<file path="config.mk">
export PLATFORM = sky130hd
export DESIGN_NAME = rotor_stepper
export DESIGN_NICKNAME = d
export VERILOG_FILES = /design/src/rtl/rotor_stepper.sv
export SDC_FILE = /design/constraint.sdc
export NUM_CORES = 1
export LEC_CHECK = 0
export ABC_AREA = 1
export CORE_MARGIN = 2
export CORE_UTILIZATION = 60
export DETAILED_ROUTE_END_ITERATION = 12
export DONT_BUFFER_PORTS = 1
export PLACE_DENSITY = 0.86
export SLEW_MARGIN = 20
export SYNTH_ARGS = -nofsm -noshare
export SYNTH_HDL_FRONTEND = slang
export SYNTH_SLANG_ARGS = --single-unit
</file>
<file path="constraint.sdc">
create_clock -name clk -period 1.4 [get_ports clk]
set_input_delay 0.14 -clock clk [delete_from_list [all_inputs] [get_ports clk]]
set_output_delay 0.14 -clock clk [all_outputs]
set_load 0.02 [all_outputs]
</file>
<file path="src/rtl/rotor_stepper.sv">
// Three-rotor stepping controller: load initial positions, then advance the rotors once per accepted key.
// Build option DOUBLE_STEP_EN selects the Enigma double-step rule; without it the rotors carry like an odometer.
//
// state | meaning
// IDLE  | ready for a load or a key
// STEP  | next positions computed from the pre-step values and written
// DONE  | step_done pulse, back to IDLE on the next edge
module rotor_stepper #(
  parameter int MOD     = 26,
  parameter int NOTCH_R = 21,
  parameter int NOTCH_M = 4
) (
  input  logic        clk,
  input  logic        rst,
  input  logic        load,
  input  logic [23:0] load_pos,
  input  logic        key_valid,
  output logic        key_ready,
  output logic [7:0]  pos_l,
  output logic [7:0]  pos_m,
  output logic [7:0]  pos_r,
  output logic        step_done
);

  typedef enum logic [1:0] {IDLE, STEP, DONE} state_t;

  localparam logic [7:0] LAST = 8'(MOD - 1);
  localparam logic [7:0] NR   = 8'(NOTCH_R);
  localparam logic [7:0] NM   = 8'(NOTCH_M);

  state_t state;
  logic   ready_q;
  logic   step_m;
  logic   step_l;

  function automatic logic [7:0] inc(input logic [7:0] p);
    return (p == LAST) ? 8'd0 : p + 8'd1;
  endfunction

  function automatic logic [7:0] sanitize(input logic [7:0] p);
    return ({24'd0, p} >= 32'(MOD)) ? 8'd0 : p;
  endfunction

`ifdef DOUBLE_STEP_EN
  // A middle rotor sitting on its notch drags itself and the left rotor along.
  assign step_m = (pos_r == NR) || (pos_m == NM);
  assign step_l = (pos_m == NM);
`else
  assign step_m = (pos_r == NR);
  assign step_l = step_m && (pos_m == NM);
`endif

  // ready_q comes out of reset high, but the port must read low while rst is held.
  assign key_ready = ready_q & ~rst;

  always_ff @(posedge clk or posedge rst) begin
    if (rst) begin
      state     <= IDLE;
      ready_q   <= 1'b1;
      pos_l     <= 8'd0;
      pos_m     <= 8'd0;
      pos_r     <= 8'd0;
      step_done <= 1'b0;
    end else begin
      step_done <= 1'b0;
      case (state)
        IDLE: begin
          if (load) begin
            pos_l <= sanitize(load_pos[23:16]);
            pos_m <= sanitize(load_pos[15:8]);
            pos_r <= sanitize(load_pos[7:0]);
          end else if (key_valid) begin
            state   <= STEP;
            ready_q <= 1'b0;
          end
        end
        STEP: begin
          pos_r     <= inc(pos_r);
          if (step_m) pos_m <= inc(pos_m);
          if (step_l) pos_l <= inc(pos_l);
          step_done <= 1'b1;
          state     <= DONE;
        end
        DONE: begin
          state   <= IDLE;
          ready_q <= 1'b1;
        end
        default: begin
          state   <= IDLE;
          ready_q <= 1'b1;
        end
      endcase
    end
  end

endmodule

</file>
# Yosys cells after proc, flatten, opt, wreduce, memory -nomap -nowiden
# Cells that the tools add are included.
dict set report word_totals {
  ff_bits 28
  out_inout_bits 26
}
dict set report classes {
  n_addsub 3
  magnitude_cmp 3
  n_eq_ne 11
  muxes 21
  bitwise_logic 3
  n_reduce_logical 8
}
# operator n
set ops {}
lappend ops {{2-to-1 mux 8 bit} 11}
lappend ops {{one-hot mux 8 bit (2 select lines)} 3}
lappend ops {{equality test 8 x 5 -> 1 bit, second input constant} 4}
lappend ops {{adder 8 x 1 -> 8 bit, second input constant} 3}
lappend ops {{>= comparator 8 x 5 -> 1 bit, second input constant} 3}
lappend ops {{inequality test 2 bit, second input constant} 5}
lappend ops {{AND reduction 3 bit} 3}
lappend ops {{equality test 8 x 3 -> 1 bit, second input constant} 1}
lappend ops {{2-to-1 mux 2 bit} 2}
lappend ops {{one-hot mux 2 bit (2 select lines)} 1}
lappend ops {{AND reduction 2 bit} 2}
lappend ops {{2-to-1 mux 1 bit} 3}
lappend ops {{equality test 2 x 1 -> 1 bit, second input constant} 1}
lappend ops {{logical NOT 2 bit} 1}
lappend ops {{inverter 1 bit} 2}
lappend ops {{one-hot mux 1 bit (2 select lines)} 1}
lappend ops {{nonzero test 2 bit} 1}
lappend ops {{AND 1 bit} 1}
lappend ops {{logical AND 1 bit} 1}

# Depth between registers and ports, before layout
dict set report logic_depth {
  ltp_word 4
  ltp_mapped 10
}

# Worst setup path before layout
# No wires, ideal clock.
dict set report synth_timing {
  path_type {flip-flop to flip-flop}
  from {register pos_r[0]}
  to {register pos_m[7]}
  setup_time_ps 123
  arrival_time_ps 1310
  t_required_ps 1277
  setup_slack_ps -33
  stages_incl_launch_ff 10
  path_cell_list {dfrtp_1 -> ha_1 -> nand2_1 -> nor2_1 -> nand3_1 -> nand2_1 -> nand2_2 -> buf_6 -> nand2_1 -> o21ai_1}
}
dict set report synth_between {
  elab_chain_cells 3
}
# item line
set synth_lines {}
lappend synth_lines {{from (decl)} 21} ;# output logic [7:0] pos_r,
lappend synth_lines {{from (signal assigned)} 71} ;# pos_r <= sanitize(load_pos[7:0]);
lappend synth_lines {{from (signal assigned)} 78} ;# pos_r <= inc(pos_r);
lappend synth_lines {{equality test 8 x 5 -> 1 bit} 49} ;# assign step_m = (pos_r == NR);
lappend synth_lines {{inequality test 2 bit (no source line)} --}
lappend synth_lines {{AND reduction 3 bit (no source line)} --}
lappend synth_lines {{to (signal assigned)} 70} ;# pos_m <= sanitize(load_pos[15:8]);
lappend synth_lines {{to (signal assigned)} 79} ;# if (step_m) pos_m <= inc(pos_m);
lappend synth_lines {{to (decl)} 20} ;# output logic [7:0] pos_m,
# No other way between the ends.
# A chain may end at the register's enable or synchronous reset.

# Worst setup path after layout
dict set report layout_timing {
  from {register pos_r[1]}
  to {register pos_m[2]}
}
# The elaborated chain is that of the path after synthesis.

==> results.md <==
* Worst Hold Class: in2reg
* DR vias at 2,184
* Remaining DRCs at 0
* Yosys top cell by area: dfrtp_1
* Mapped Cells at 318
* Setup-failing EPs final at 13
* Final worst path period share at 103%
* Worst Path Required at 1.64 ns
* Max Buffers Root-to-Sink at 2
* Drt pass-1 iters at 5
* Post-synth top flop: dfrtp_1
* Crit Reg-Reg Startpoint: pos_r[1]$_DFFE_PP0P_
* # nets final at 395
* Syn Nets at 353
* CP Class: reg2reg
* #FFs+latches synth at 28
* Critical Path Source: pos_r[1]$_DFFE_PP0P_
* Layout cell share with drive strength beyond 1 at 21.7%
* VDD IR-drop max at 0.503 mV
* Worst Path Max Fanout at 4
* Top cells by area, synth: dfrtp_1 33%, nand2_1 23%, nand3_1 11%
* Synth Area per Inst at 6.40 µm²
* Initial DRC Count at around 140
* TritonCTS Buffers at 3
* DIE AREA at 3870 µm²
* Cell Pwr Density at between 700 and 800 nW/µm²
* Setup TNS at -0.316 ns
* R2R depth at 10
* Fin. Hold Viols at 0
* Pin count of the biggest net entering global routing at 29
* DIE WIDTH at between 60 and 70 µm
* Boundary Pins at 54
* Setup slack, reg-to-reg at -0.04 ns
* Pins Over Slew Limit at 0
* Root Driver: clkbuf_4
* Vias in the first global route at 2,007
* Dpl hpwl at around 3600 µm
* Leakage at around 1.4 nW
* DR WL/cell at 13.2 µm
* CTS sink cnt at 28
* Most frequent cells after synthesis: 125 x nand2_1, 44 x nand3_1, 38 x inv_1, 32 x nor2_1, 27 x dfrtp_1
* Status: finished with violations
* Clk_lat worst skew at roughly 0.33 ns
* Core Box Area at 3280 µm²
* Synth warnings at 0
* Initial antenna violation count at 0
* # rows at 21
* Post-Syn Area at 2030 µm²
* DR vias/cell at 5.39
* CP Capture Type: register
* Fin Hold WS at 0.0266 ns
* Fin area at 2560 µm²
* Slew margin rel. at 75.0%
* Die Span Y at 62.2 µm
* Final WS setup at -0.0424 ns
* Starting Density at around three fifths
* Filler cells at between 200 and 250
* Setup crit end: pos_m[2]$_DFFE_PP0P_
* Gr usage total at 27.0%
* I/O Buffers at 0
* Most frequent cell after synthesis: nand2_1
* Min Clock Period, post-route at 1.44 ns
* ANT nets after route at 0
* RSZ-0062 raised after global routing: yes
* CTS tree: built
* Violated checks: negative setup slack
* Max Clock Freq at 0.693 GHz
* Max_cap viols at 0
* Worst R2R End: pos_m[2]$_DFFE_PP0P_
* H-tree level count at 1
* RePlAce Congestion at slightly below 0.9
* N_diodes at 0
* Sequential fraction of the synthesis area at 34.5%
* Synth unique cells at 25
* Fin cells at approximately 410
* Synth top area share at 33.2%
* Worst slew pin tran at 0.374 ns
* Syn-to-layout area delta at 26.1%
* Setup Skew at 0.00167 ns
* GRT Residual Overflow at 0
* Routed wire length at 5330 µm
* Post-DP Area at about 2300 µm²
* Asr flop ratio synth at 100%
* CP startpoint kind: register
* Reg clk slew, reported paths at 0.14 ns
* Global-route wire length before repair at ~8500 µm
* Placed Instances at 394
* Number of synthesized flops with an enable pin at 0
* Critical path arrival at 1.68 ns
-- where the power goes --
part           switching, W  total, W  internal, W
Combinational      0.000326  0.000543     0.000217
Clock              0.000236  0.000396     0.000160
Sequential        0.0000539  0.000916     0.000862
Total              0.000616   0.00185      0.00124
-- timing repair --
item	in CTS	in global routing
pin swaps	6	8
buffers inserted	0	4
endpoints found under the hold margin	28	0
resized for setup	10	20
hold buffers	3	0
setup endpoints to repair	18	23
-- worst min-delay path by stage --
stage	start	to	depth (start not counted)
2_1_floorplan	rst	pos_l[0]$_DFFE_PP0P_	1
3_3_place_gp	rst	step_done$_DFF_PP0_	2
3_5_place_dp	rst	step_done$_DFF_PP0_	2
4_1_cts	load_pos[3]	pos_r[3]$_DFFE_PP0P_	4
5_1_grt	load_pos[11]	pos_m[3]$_DFFE_PP0P_	4
6_report	load_pos[11]	pos_m[3]$_DFFE_PP0P_	4
-- stage by stage --
| step | setup slack, ns | util, % | total power, W |
|---|---|---|---|
| finish | -0.0424 | 78.1 | 0.00185 |
| global placement | 0.0218 | 71.5 | 0.00138 |
| global route | -0.119 | 78.1 | 0.00197 |
| CTS | -0.0247 | 74.8 | 0.00181 |
| floorplan | -0.00537 | - | 0.00123 |
| detailed placement | -0.0365 | 71.5 | 0.00139 |
-- cell families after synthesis --
| logic type | count (synthesis) | synth area share [%] |
|---|---|---|
| xor+xnor | 3 | 1.29 |
| simple gates | 219 | 46.0 |
| compound gates | 14 | 4.30 |
| buf+inv | 47 | 9.59 |
| fa+ha+maj | 7 | 4.30 |
| flops | 28 | 34.5 |
-- layout make-up --
cell class | count | area [µm²] | area share [%]
Inverter | 39 | 146 | 5.71
Sequential cell | 28 | 706 | 27.5
Timing Repair Buffer | 45 | 382 | 14.9
Clock buffer | 4 | 36.3 | 1.41
Multi-Input combinational cell | 243 | 1240 | 48.2
Tap cell | 46 | 57.6 | 2.24
-- flip-flops by register name, indices dropped and copies added (netlist names) --
name and flops:
ready_q 1, step_done 1, pos_m 8, state 2, pos_r 8, pos_l 8
-- critical path, stage by stage (launching register included) --
cell and delay, ns:
dfrtp_2 0.44, inv_2 0.07, ha_4 0.13, nand2_2 0.04, nor2_1 0.09, nand3_1 0.10
nand2_2 0.10, nand2_4 0.08, buf_4 0.15, nand2_1 0.07, nand2_1 0.07
-- metal layers --
layer | GRT usage (%) | vias up | routed length (µm)
li1 | - | 1083 | -
met1 | 35.0 | 1004 | 2290
met2 | 45.8 | 86 | 2620
met3 | 4.17 | 11 | 327
met4 | 10.0 | 0 | 94
met5 | 0 | - | 0
-- placed cells by master, fill, tap and decap left out, drive strengths merged --
cell,instances
a21oi,3
buf,42
clkbuf,4
dfrtp,27
dfstp,1
dlygate4sd3,3
ha,7
inv,39
nand2,126
nand3,44
nand3b,6
nand4,5
nor2,35
nor3,3
o211ai,3
o21ai,5
o21bai,2
o22ai,1
xor2,3
No activity file was read; power rests on OpenSTA's default activity.
